### src/rtl/adc_pkg.sv
// Shared capture-controller types and default sizing for the ADC burst capture path.
// No logic here; imported by adc_capture_ctrl and adc_trig_detect.
package adc_pkg;

  localparam int ADC_DATA_W        = 10;
  localparam int ADC_ADDR_W        = 10;
  localparam int ADC_DECIM_W       = 8;
  localparam int ADC_SETTLE_CYCLES = 16;

  typedef enum logic [1:0] {
    IDLE      = 2'd0,
    SETTLE    = 2'd1,
    WAIT_TRIG = 2'd2,
    CAPTURE   = 2'd3
  } cap_state_e;

endpackage

### src/rtl/adc_trig_detect.sv
// Rising-level trigger: fires on a valid sample crossing up through level; combinational hit, 1-cycle prev history.
// No backpressure; clear drops the history so the first sample after it can never fire.
module adc_trig_detect
  import adc_pkg::*;
#(
  parameter int DATA_W = ADC_DATA_W
)(
  input  logic              sys_clk,
  input  logic              reset_n,
  input  logic              clear,
  input  logic [DATA_W-1:0] sample,
  input  logic              sample_vld,
  input  logic [DATA_W-1:0] level,
  output logic              trig_hit
);

  logic [DATA_W-1:0] prev_dat;
  logic              prev_vld;

  always_ff @(posedge sys_clk) begin
    if (!reset_n || clear) begin
      prev_dat <= '0;
      prev_vld <= 1'b0;
    end else if (sample_vld) begin
      prev_dat <= sample;
      prev_vld <= 1'b1;
    end
  end

  assign trig_hit = sample_vld && prev_vld && (prev_dat < level) && (sample >= level);

endmodule

### src/rtl/adc_capture_ctrl.sv
// One-shot burst capture of decimated ADC samples into a sample RAM; buffer write lands 1 cycle after the valid sample.
// No backpressure: samples arriving while not capturing (or dropped by decimation) are discarded.
module adc_capture_ctrl
  import adc_pkg::*;
#(
  parameter int DATA_W        = ADC_DATA_W,
  parameter int ADDR_W        = ADC_ADDR_W,
  parameter int DECIM_W       = ADC_DECIM_W,
  parameter int SETTLE_CYCLES = ADC_SETTLE_CYCLES
)(
  input  logic               SYS_CLK,
  input  logic               RESET_N,
  input  logic               CFG_START,
  input  logic               CFG_ABORT,
  input  logic [ADDR_W:0]    CFG_LEN,
  input  logic [DECIM_W-1:0] CFG_DECIM,
  input  logic               CFG_TRIG_EN,
  input  logic [DATA_W-1:0]  CFG_TRIG_LEVEL,
  input  logic               ADC_LOCKED,
  input  logic [DATA_W-1:0]  APP_DATA,
  input  logic               APP_DATA_VALID,
  output logic               BUF_WE,
  output logic [ADDR_W-1:0]  BUF_ADDR,
  output logic [DATA_W-1:0]  BUF_WDATA,
  output logic               BUSY,
  output logic               DONE,
  output logic               ABORTED,
  output logic               LOCK_ERR,
  output logic [ADDR_W:0]    SAMPLE_COUNT
);

  localparam int SET_W = $clog2(SETTLE_CYCLES + 1);
  localparam logic [SET_W-1:0] SETTLE_LAST = SET_W'(SETTLE_CYCLES - 1);

  cap_state_e         state, state_nxt;
  logic [ADDR_W:0]    len_q;
  logic [DECIM_W-1:0] decim_q;
  logic               trig_en_q;
  logic [DATA_W-1:0]  level_q;
  logic [SET_W-1:0]   settle_cnt;
  logic [DECIM_W-1:0] decim_cnt;
  logic [ADDR_W:0]    sample_cnt;

  logic keep, last_keep, abort_now, lock_fail, settle_done, decim_adv, start_ok, done_nxt;
  logic trig_hit;

  adc_trig_detect #(.DATA_W(DATA_W)) u_trig (
    .sys_clk    (SYS_CLK),
    .reset_n    (RESET_N),
    .clear      (state != WAIT_TRIG),
    .sample     (APP_DATA),
    .sample_vld (APP_DATA_VALID),
    .level      (level_q),
    .trig_hit   (trig_hit)
  );

  always_comb begin
    state_nxt   = state;
    keep        = 1'b0;
    abort_now   = 1'b0;
    lock_fail   = 1'b0;
    settle_done = 1'b0;
    decim_adv   = 1'b0;
    start_ok    = 1'b0;
    case (state)
      IDLE: begin
        if (CFG_START) begin
          start_ok = 1'b1;
          if (CFG_LEN != '0) state_nxt = SETTLE;
        end
      end
      SETTLE: begin
        if (CFG_ABORT) begin
          abort_now = 1'b1;
          state_nxt = IDLE;
        end else if (ADC_LOCKED && settle_cnt == SETTLE_LAST) begin
          settle_done = 1'b1;
          state_nxt   = trig_en_q ? WAIT_TRIG : CAPTURE;
        end
      end
      WAIT_TRIG: begin
        if (CFG_ABORT || !ADC_LOCKED) begin
          abort_now = 1'b1;
          lock_fail = !ADC_LOCKED;
          state_nxt = IDLE;
        end else if (trig_hit) begin
          keep      = 1'b1;
          decim_adv = 1'b1;
          state_nxt = CAPTURE;
        end
      end
      CAPTURE: begin
        if (CFG_ABORT || !ADC_LOCKED) begin
          abort_now = 1'b1;
          lock_fail = !ADC_LOCKED;
          state_nxt = IDLE;
        end else if (APP_DATA_VALID) begin
          decim_adv = 1'b1;
          keep      = (decim_cnt == '0);
        end
      end
      default: state_nxt = IDLE;
    endcase
    // Final kept sample ends the burst in the same cycle its write is registered.
    last_keep = keep && ((sample_cnt + (ADDR_W+1)'(1)) == len_q);
    if (last_keep) state_nxt = IDLE;
    done_nxt = last_keep || (start_ok && CFG_LEN == '0);
  end

  always_ff @(posedge SYS_CLK) begin
    if (!RESET_N) begin
      state      <= IDLE;
      len_q      <= '0;
      decim_q    <= '0;
      trig_en_q  <= 1'b0;
      level_q    <= '0;
      settle_cnt <= '0;
      decim_cnt  <= '0;
      sample_cnt <= '0;
      BUF_WE     <= 1'b0;
      BUF_ADDR   <= '0;
      BUF_WDATA  <= '0;
      DONE       <= 1'b0;
      ABORTED    <= 1'b0;
      LOCK_ERR   <= 1'b0;
    end else begin
      state   <= state_nxt;
      BUF_WE  <= keep;
      DONE    <= done_nxt;
      ABORTED <= abort_now;
      if (start_ok) begin
        len_q      <= CFG_LEN;
        decim_q    <= CFG_DECIM;
        trig_en_q  <= CFG_TRIG_EN;
        level_q    <= CFG_TRIG_LEVEL;
        sample_cnt <= '0;
        settle_cnt <= '0;
        LOCK_ERR   <= 1'b0;
      end else if (state == SETTLE) begin
        settle_cnt <= ADC_LOCKED ? settle_cnt + SET_W'(1) : '0;
      end
      if (lock_fail) LOCK_ERR <= 1'b1;
      if (settle_done) begin
        decim_cnt <= '0;
      end else if (decim_adv) begin
        decim_cnt <= (decim_cnt == decim_q) ? '0 : decim_cnt + DECIM_W'(1);
      end
      if (keep) begin
        BUF_ADDR   <= sample_cnt[ADDR_W-1:0];
        BUF_WDATA  <= APP_DATA;
        sample_cnt <= sample_cnt + (ADDR_W+1)'(1);
      end
    end
  end

  assign BUSY         = (state != IDLE);
  assign SAMPLE_COUNT = sample_cnt;

endmodule

### config.mk
export PLATFORM = sky130hd
export DESIGN_NAME = adc_capture_ctrl
export DESIGN_NICKNAME = d
export VERILOG_FILES = /design/src/rtl/adc_pkg.sv /design/src/rtl/adc_trig_detect.sv /design/src/rtl/adc_capture_ctrl.sv
export SDC_FILE = /design/constraint.sdc
export NUM_CORES = 1
export LEC_CHECK = 0
export ABC_CLOCK_PERIOD_IN_PS = 2600
export CAP_MARGIN = 20
export CORE_UTILIZATION = 54
export DETAILED_ROUTE_END_ITERATION = 8
export GPL_ROUTABILITY_DRIVEN = 0
export GPL_TIMING_DRIVEN = 0
export HOLD_SLACK_MARGIN = 0.15
export PLACE_DENSITY = 0.81
export SLEW_MARGIN = 20
export SYNTH_ARGS = -nofsm -noshare
export SYNTH_HDL_FRONTEND = slang
export SYNTH_SLANG_ARGS = --single-unit
export TNS_END_PERCENT = 20
### constraint.sdc
create_clock -name SYS_CLK -period 2.6 [get_ports SYS_CLK]
set_clock_uncertainty 0.05 [all_clocks]
set_input_delay 0.39 -clock SYS_CLK [delete_from_list [all_inputs] [get_ports SYS_CLK]]
set_output_delay 0.39 -clock SYS_CLK [all_outputs]
set_load 0.01 [all_outputs]
After elaboration in Yosys (flattened, before gate mapping)

Cells that the tools add are included.
Widths: inputs -> output; s select.

Logic and storage cells: 90
Output and inout bits: 36
Input bits: 46
Bits in registers: 91

Magnitude comparators: 2
Bitwise operators: 1
$add $sub $neg: 3
Multiplexer cells: 33
Reduce and logical (&&, ||, !) cells: 23
Equality and inequality tests: 12

Operators by type and width:

| operator              | number |
|---|---|
| $mux 11               | 2 |
| $mux 1                | 18 |
| $mux 2                | 7 |
| $add 11x1->11 const B | 1 |
| $eq 11x11->1          | 1 |
| $logic_not 11->1      | 1 |
| $reduce_bool 11->1    | 1 |
| $ge 10x10->1          | 1 |
| $lt 10x10->1          | 1 |
| $add 8x1->8 const B   | 1 |
| $eq 8x8->1            | 1 |
| $logic_not 8->1       | 1 |
| $mux 8                | 1 |
| $ne 2x2->1 const B    | 4 |
| $pmux 2 s4            | 1 |
| $reduce_or 2->1       | 4 |
| $logic_and 1x1->1     | 6 |
| $ne 3x3->1 const B    | 2 |
| $pmux 1 s2            | 3 |
| $reduce_bool 2->1     | 3 |
| $add 5x1->5 const B   | 1 |
| $eq 5x4->1 const B    | 1 |
| $mux 5                | 1 |
| $reduce_and 5->1      | 1 |
| 6 further kinds       | 10 |

Logic depth before layout (Yosys ltp)

Gate-level depths: netlist (run 1).

Word-level depth: 8
Depth in mapped cells: 9

Hierarchy

A second synthesis (run 1) with hierarchy kept.

Cells, all modules: 559
Area, all modules: 4424.2 sq um

Modules (own cells, without submodules):

| module           | cells an instance | area an instance (sq um) | times used |
|---|---|---|---|
| adc_capture_ctrl | 467               | 3594.7                   | 1 |
| adc_trig_detect  | 92                | 829.5                    | 1 |

Least setup slack after synthesis (run 1)

No wires, ideal clock.

Path kind: in2reg
Start point: input APP_DATA[7]
End point: register sample_cnt[10] (netlist: SAMPLE_COUNT[10])
Path buffers: 1
Required time: 2.424 ns
Stages on the path: 8
Data arrival time: 2.036 ns
Slack: 0.387 ns
Path through: ha_1 -> a211oi_2 -> nor2_1 -> or3_4 -> o211a_1 -> buf_6 -> o221ai_1 -> o31ai_1

Cells in the longest elaborated chain, start to end: 6
Elaborated cells between the ends (all ways): 7
Those cells by class: order compare (1); mux (4); reduce/logical (2)

Ends and longest elaborated chain:

| element                                             | line                    | RTL |
|---|---|---|
| start: declaration                                  | adc_capture_ctrl.sv:20  | `input logic [DATA_W-1:0] APP_DATA,` |
| $ge 10x10->1 (*)                                    | adc_trig_detect.sv:30   | `assign trig_hit = sample_vld && prev_vld && (prev_dat < level) && (sample >= level);` |
| $logic_and 1x1->1 (*)                               | adc_trig_detect.sv:30   |  |
| $mux 1 (*)                                          | adc_capture_ctrl.sv:86  | `end else if (trig_hit) begin` |
| $mux 1 (*)                                          | adc_capture_ctrl.sv:82  | `if (CFG_ABORT \|\| !ADC_LOCKED) begin` |
| $pmux 1 s2 (*)                                      | adc_capture_ctrl.sv:65  | `case (state)` |
| $mux 11 / $reduce_bool 2->1 (equally long branches) | -                       |  |
| end signal: assignment                              | adc_capture_ctrl.sv:151 | `sample_cnt <= sample_cnt + (ADDR_W+1)'(1);` |
| end: declaration                                    | adc_capture_ctrl.sv:42  | `logic [ADDR_W:0] sample_cnt;` |

Mark *: on every way between the ends. The rest lies on a longest branch, timed or not.
A chain may end at the register's enable or synchronous reset.

Worst setup path in the final report (run 1)

Same ends and word-level chain as after synthesis.

==> results of run 1 <==
==> cells in the final DEF, fill, tap and decap left out, types with 3 or more instances in the layout <==
| master | Yosys | routed |
|---|---|---|
| a211oi_1 | 5 | 5 |
| a21oi_1 | 66 | 66 |
| a31oi_1 | 9 | 9 |
| and2_1 | 5 | 5 |
| and3_1 | 7 | 7 |
| buf_2 | 8 | 8 |
| buf_4 | 5 | 8 |
| buf_6 | 5 | 5 |
| clkbuf_1 | 21 | 22 |
| clkbuf_8 | 0 | 9 |
| clkdlybuf4s50_1 | 0 | 79 |
| dfxtp_1 | 91 | 91 |
| ha_1 | 24 | 24 |
| inv_1 | 21 | 21 |
| mux2i_1 | 19 | 19 |
| nand2_1 | 90 | 90 |
| nand2b_1 | 10 | 10 |
| nand3_1 | 43 | 43 |
| nand3b_1 | 4 | 4 |
| nand4_1 | 11 | 11 |
| nor2_1 | 38 | 38 |
| nor2b_1 | 5 | 5 |
| nor3_1 | 7 | 7 |
| nor4_1 | 7 | 7 |
| o211ai_1 | 5 | 5 |
| o21a_1 | 4 | 4 |
| o21ai_0 | 21 | 20 |
| o22ai_1 | 7 | 7 |
| or2_2 | 3 | 3 |
| xnor2_1 | 7 | 7 |
| xor2_1 | 14 | 14 |
==> tightest hold or removal path: cells and delay by family <==
family,cells,cell delay (ns)
AO/OA/AOI/OAI,1,0.06
buffers and inverters,1,0.15
AND/OR/NAND/NOR,1,0.09
==> sequential cells by signal, indices dropped and copies added (netlist names), 5 cells and up <==
register	count
decim_q	8
SAMPLE_COUNT	11
len_q	11
BUF_ADDR	10
u_trig.prev_dat	10
decim_cnt	8
level_q	10
BUF_WDATA	10
settle_cnt	5
==> worst max path at each step <==
stage / from / to / slack (ns)
after global routing: APP_DATA[7] / SAMPLE_COUNT[0]$_SDFFE_PN0P_ / 0.002
after floorplan: APP_DATA[7] / SAMPLE_COUNT[10]$_SDFFE_PN0P_ / 0.39
after CTS: APP_DATA[7] / BUF_WDATA[0]$_SDFFE_PN0P_ / 0.02
final: APP_DATA[7] / SAMPLE_COUNT[10]$_SDFFE_PN0P_ / 0.07
after detailed placement: APP_DATA[7] / decim_cnt[3]$_SDFFE_PP0P_ / -0.35
after global placement: APP_DATA[7] / BUF_ADDR[5]$_SDFFE_PN0P_ / -0.30
==> power by group <==
part           internal (mW)  switching [mW]
Combinational          0.168           0.214
Sequential              1.43          0.0296
Clock                  0.544           0.525
Total                   2.14           0.768
==> repair_timing <==
action                                  CTS  global route
setup buffers                             0             3
resized for setup                         0             4
endpoints found under the setup margin    0            13
==> area by class of cell <==
cell class | count | area share
sequential | 91 | 0.299
multi-input combinational | 452 | 0.460
inverter | 21 | 0.0129
clock inverter | 6 | 0.0148
tap | 108 | 0.0222
buffer | 42 | 0.0369
timing repair buffer | 82 | 0.133
clock buffer | 10 | 0.0209
==> cells by family (layout without fill, tap and decap cells) <==
logic type               after synthesis  count (layout)  synth area share
XOR/XNOR                              21              21            0.0374
adder cells (fa/ha/maj)               24              24            0.0611
multiplexers                          19              19            0.0387
buffers and inverters                 63             161            0.0618
flip-flops                            91              91             0.370
AND/OR/NAND/NOR                      245             245             0.244
AO/OA/AOI/OAI                        143             143             0.187
==> routing by layer <==
layer,GRT usage,up-vias
li1,-,2332
met5,0,-
met1,0.365,2228
met2,0.464,178
met3,0.0424,19
met4,0.106,0
==> stage by stage <==
stage	hold slack, ns	TNS [ns]	utilization
3_5_place_dp	0.400	-11.42	0.667
2_1_floorplan	0.383	0	-
5_1_grt	0.309	0	0.696
6_report	0.304	0	0.696
3_3_place_gp	0.393	-9.49	0.667
4_1_cts	0.301	0	0.692
==> run metrics, run 1 <==
status=complete, no violations; Hold Crit Depth=3; Final Max Slew Viols=0; Crit path depth=9; GRT Overall Usage=0.279; crit path max fanout=10; # setup viols final=0; synth warn=0; vias in the first global route=4555; CTS tree=built; Highest Clock Rate=396 MHz; drt via density=5.86; Layout fillers=685; fin nets=769; Final HPWL DP=9.75 mm; Tmin final=2.53 ns; number of port buffers=79; WL met1=5.81 mm; multi-input logic area=2810 um^2; TritonCTS buffer count=9; register area=1820 um^2; Die W=97.4 um; crit end category=register; reg2reg start=SAMPLE_COUNT[1]$_SDFFE_PN0P_; First-pass DRT Iterations=5; CTS Hold Buffers Added=0; top sig layer=met4; Post-Synthesis Net Count=676; Area Overhead vs Synth=24.0%; Final Instance Area=6100 um^2; met3 wire length=817 um; pre-CTS setup slack=-0.353 ns; Detailed Route Iter0 Violations=334; Die Y=97.4 um; Ant. Diodes=0; cell with the most instances after synthesis=dfxtp_1; critical path arrival=2.76 ns; Area contributors post-synth=dfxtp_1, nand2_1, a21oi_1; total power=2.91 mW; drt drc=0; largest net degree at the start of global routing=16; first-pass GRT wire length=21.5 mm; Seq cells post-synth=91; Mapped Cells=606; worst path cell trace=clkdlybuf4s50_1, ha_1, a211oi_2, nor2_1, or3_4, o211ai_4, o21ai_2, buf_6, o31ai_1; Hold Vio Cnt, Final=0; unrepaired setup endpoints after global routing=yes; Critical path buffers and inverters=2; via count=4757; clk_lat worst skew=0.37 ns; # clock sinks=91; non-filler cells, final=812; Tcrit/Tclk final=0.972; ANT nets after route=0; Worst-Margin Slew=0.674 ns; Root Driver=clkbuf_8; Synth area leader=dfxtp_1; critical hold path startpoint=ADC_LOCKED; top_reg_cell synth=dfxtp_1; top cell type's share of synthesized area=0.370; Power Density=477 nW/um^2; synth cell count leaders=dfxtp_1, nand2_1, a21oi_1; r2r setup slk=0.22 ns; CP required=2.83 ns; layout cells sized above 1=0.0753; Mean Syn Cell Area=8.12 um^2; H-tree levels=3; Pleak=2.28 nW; Post-Syn Area=4920 um^2; worst min path class=in -> reg; Seq/Total Area, Yosys=0.370; Ports=82; delay-heaviest family, CP=compound AO/OA/AOI/OAI gates; Slowest-stage cell, CP=clkdlybuf4s50_1; wire per inst=16.1 um; Endpoint, Worst Hold=settle_cnt[1]$_SDFFE_PP0P_; met2 WL post-DR=6.21 mm; max_slew headroom=0.551; Netlist cell types=63; CTS max path bufs=2; std cell rows=34; routed wire length=13.1 mm; VDD IR max=0.294 mV; Max-Cap Viols=0; grt ovf=0; Synth async-reset ratio=0; type of the worst setup path=in -> reg; CP startpoint kind=input port; Post-DP Area=5840 um^2; initial antenna violation count=0; Worst R2R Path Depth=7; Post-synth EDFFs=0; Slowest Stage Delay on Critical Path=0.50 ns; endpoint of the worst register-to-register path=state[0]$_SDFFE_PP0P_; Starting Density=0.561; final setup margin=0.0734 ns; Clock Pin Slew Worst Setup and Hold Paths=0.10 ns; Core Area=8760 um^2; die area=9490 um^2; Placed Cells=793
Note: power is estimated with default switching activity, not from simulation.
==> run 2: changes to the inputs <==
Settings changed: ABC_AREA set to 1, CORE_UTILIZATION 54 to 53, PLACE_DENSITY 0.81 to 0.8.
==> run 2 against run 1 <==
Cell count increased by 7.3%; total power decreased by 2.3%; design area decreased by 5.3%; die area decreased by 3.3%; sequential cell count unchanged; non-clock buffer count decreased by 16; utilization decreased by 0.65 points; critical endpoint unchanged; largest cell class unchanged; highest routed layer unchanged.
==> run metrics, run 2 <==
Max-Cap Viols=0 (unchanged); # clock sinks=91 (unchanged); CTS max path bufs=2 (unchanged); Area Overhead vs Synth=23.8% (was 24.0%); Mean Syn Cell Area=6.97 um^2 (was 8.12 um^2); crit end category=register (unchanged); # setup viols final=0 (unchanged); wire per inst=14.0 um (was 16.1 um); worst min path class=reg -> reg (was in -> reg); met1 Track Usage GR=0.343 (was 0.365); cell with the most instances after synthesis=nand2_1 (was dfxtp_1); sw power=0.841 mW (was 0.768 mW); Detailed Route Iter0 Violations=182 (was 334); Synth async-reset ratio=0 (unchanged); critical path arrival=2.59 ns (was 2.76 ns); Root Driver=clkbuf_8 (unchanged); largest net degree at the start of global routing=16 (unchanged); type of the worst setup path=in -> reg (unchanged); total power=2.84 mW (was 2.91 mW); grt ovf=0 (unchanged); Power Density=492 nW/um^2 (was 477 nW/um^2); Switching Share=0.296 (was 0.264); Tmin final=2.35 ns (was 2.53 ns); clk_lat worst skew=0.36 ns (was 0.37 ns); CTS Hold Buffers Added=0 (unchanged); drt drc=0 (unchanged); crit path max fanout=10 (unchanged); CTS tree=built (unchanged); endpoint of the worst register-to-register path=BUF_ADDR[8]$_SDFFE_PN0P_ (was state[0]$_SDFFE_PP0P_); Core Area=8380 um^2 (was 8760 um^2); final setup margin=0.248 ns (was 0.0734 ns); pre-CTS setup slack=-0.0699 ns (was -0.353 ns); Worst R2R Path Depth=12 (was 7); most frequent cells in the layout=nand2_1, nor2_1, dfxtp_1, clkdlybuf4s50_1, inv_1 (was dfxtp_1, nand2_1, clkdlybuf4s50_1, a21oi_1, nand3_1); Highest Clock Rate=425 MHz (was 396 MHz); initial antenna violation count=0 (unchanged); drt via density=5.39 (was 5.86); CP required=2.83 ns (about the same); Final Util=0.689 (was 0.696); non-filler cells, final=871 (was 812); setup TNS=0 ns (unchanged); Synth area leader=dfxtp_1 (unchanged); via count=4694 (was 4757); Tcrit/Tclk final=0.905 (was 0.972); r2r setup slk=0.37 ns (was 0.22 ns); Logic pwr share=0.167 (was 0.131); Worst-Margin Slew=0.575 ns (was 0.674 ns); GR Util met2=0.493 (was 0.464); ANT nets after route=0 (unchanged); unrepaired setup endpoints after global routing=no (was yes); busiest grt layer=met2 (unchanged); Seq cells post-synth=91 (unchanged); GRT Overall Usage=0.281 (was 0.279); Starting Density=0.557 (was 0.561); Final HPWL DP=9.09 mm (was 9.75 mm); power share of the clock group=0.308 (was 0.367); die area=9180 um^2 (was 9490 um^2); Setup Fix Bufs, Post-CTS=0 (unchanged); status=complete, no violations (unchanged); VDD IR max=0.280 mV (was 0.294 mV); Ant. Diodes=0 (unchanged); commonest non-fill, non-tap cell in the layout=nand2_1 (was dfxtp_1); Hold Vio Cnt, Final=0 (unchanged); vias in the first global route=4446 (was 4555); Netlist cell types=37 (was 63); Post-synth EDFFs=0 (unchanged); First-pass DRT Iterations=5 (unchanged); Area contributors post-synth=dfxtp_1, nand2_1, nor2_1 (was dfxtp_1, nand2_1, a21oi_1); synth warn=0 (unchanged); routed wire length=12.2 mm (was 13.1 mm); critical hold path startpoint=settle_cnt[3]$_SDFFE_PP0P_ (was ADC_LOCKED); reg2reg start=level_q[5]$_SDFFE_PN0P_ (was SAMPLE_COUNT[1]$_SDFFE_PN0P_); top_reg_cell synth=dfxtp_1 (unchanged); Die W=95.8 um (was 97.4 um); Final Max Slew Viols=0 (unchanged); Ports=82 (unchanged); Pleak=2.39 nW (was 2.28 nW); layout cells sized above 1=0.0653 (was 0.0753); Layout fillers=737 (was 685); std cell rows=33 (was 34); share of power burned in registers=0.525 (was 0.501); Post-Syn Area=4670 um^2 (was 4920 um^2); routing usage on met3=0.0450 (was 0.0424); Mapped Cells=669 (was 606); max_slew headroom=0.616 (was 0.551); Post-CTS Resized=0 (unchanged); TritonCTS buffer count=9 (unchanged); Hold Crit Depth=1 (was 3); Placed Cells=855 (was 793); Seq/Total Area, Yosys=0.390 (was 0.370); top cell type's share of synthesized area=0.390 (was 0.370); H-tree levels=3 (unchanged); CP startpoint kind=input port (unchanged); Die Y=95.8 um (was 97.4 um); fin nets=831 (was 769); synth cell count leaders=nand2_1, nor2_1, dfxtp_1 (was dfxtp_1, nand2_1, a21oi_1); internal cell power=2.00 mW (was 2.14 mW); Post-Synthesis Net Count=739 (was 676); number of port buffers=81 (was 79); Endpoint, Worst Hold=settle_cnt[3]$_SDFFE_PP0P_ (was settle_cnt[1]$_SDFFE_PP0P_); first-pass GRT wire length=20.0 mm (was 21.5 mm); Clock Pin Slew Worst Setup and Hold Paths=0.10 ns (about the same)
[run 2: worst max-delay path, stage by stage]
cell and delay [ns]:
clkdlybuf4s50_1 0.47, ha_1 0.34, nand2_1 0.11, inv_1 0.05, nand2_1 0.07, nand2_1 0.06, nand2_1 0.05, nand4_1 0.20
nand3_2 0.17, nand2_2 0.14, nor2_2 0.13, buf_4 0.19, nand2_1 0.06, a21oi_1 0.13
[run 2: power by group through the flow]
stage                     Combinational [mW]  Clock (mW)  Sequential, mW
after floorplan                        0.291           0            1.51
after global placement                 0.451           0            1.52
after detailed placement               0.466           0            1.52
after CTS                              0.472       0.873            1.49
after global routing                   0.537       0.941            1.50
final                                  0.475       0.875            1.49
[run 2: worst max-delay path by stage]
stage                                                to  cells past startpoint  slack [ns]               startpoint
after global placement     SAMPLE_COUNT[3]$_SDFFE_PN0P_                     14       -0.03              APP_DATA[5]
after global routing       SAMPLE_COUNT[3]$_SDFFE_PN0P_                     14        0.12              APP_DATA[5]
after detailed placement  SAMPLE_COUNT[10]$_SDFFE_PN0P_                     14       -0.07              APP_DATA[5]
after CTS                 SAMPLE_COUNT[10]$_SDFFE_PN0P_                     14        0.25              APP_DATA[5]
final                     SAMPLE_COUNT[10]$_SDFFE_PN0P_                     14        0.25              APP_DATA[5]
after floorplan                BUF_ADDR[7]$_SDFFE_PN0P_                     12        0.76  level_q[5]$_SDFFE_PN0P_
[run 2: final cells by class]
type | count | area (um^2) | share of cell area
Inverter | 69 | 259 | 0.0448
Clock buffer | 10 | 128 | 0.0221
Buffer | 27 | 144 | 0.0249
Multi-Input combinational cell | 482 | 2440 | 0.422
Clock inverter | 6 | 42.5 | 0.00736
Timing Repair Buffer | 81 | 811 | 0.140
Tap cell | 105 | 131 | 0.0227
Sequential cell | 91 | 1820 | 0.315
[run 2: per-layer routing]
metal,vias to the layer above,wire length [um]
li1,2351,-
met1,2153,5300
met2,166,5990
met3,24,671
met4,0,209
met5,-,0
[run 2: logic make-up after synthesis]
| kind of cell | count (synthesis) | share of synthesized area |
|---|---|---|
| flip-flops | 91 | 0.390 |
| adder cells (fa/ha/maj) | 24 | 0.0644 |
| AO/OA/AOI/OAI | 122 | 0.134 |
| XOR/XNOR | 13 | 0.0274 |
| AND/OR/NAND/NOR | 323 | 0.297 |
| buffers and inverters | 96 | 0.0863 |
[run 2: stage by stage]
step	instance area, um^2	hold WS [ns]
floorplan	4670	0.364
global placement	5610	0.377
detailed placement	5610	0.393
CTS	5780	0.407
global route	5780	0.435
finish	5780	0.404
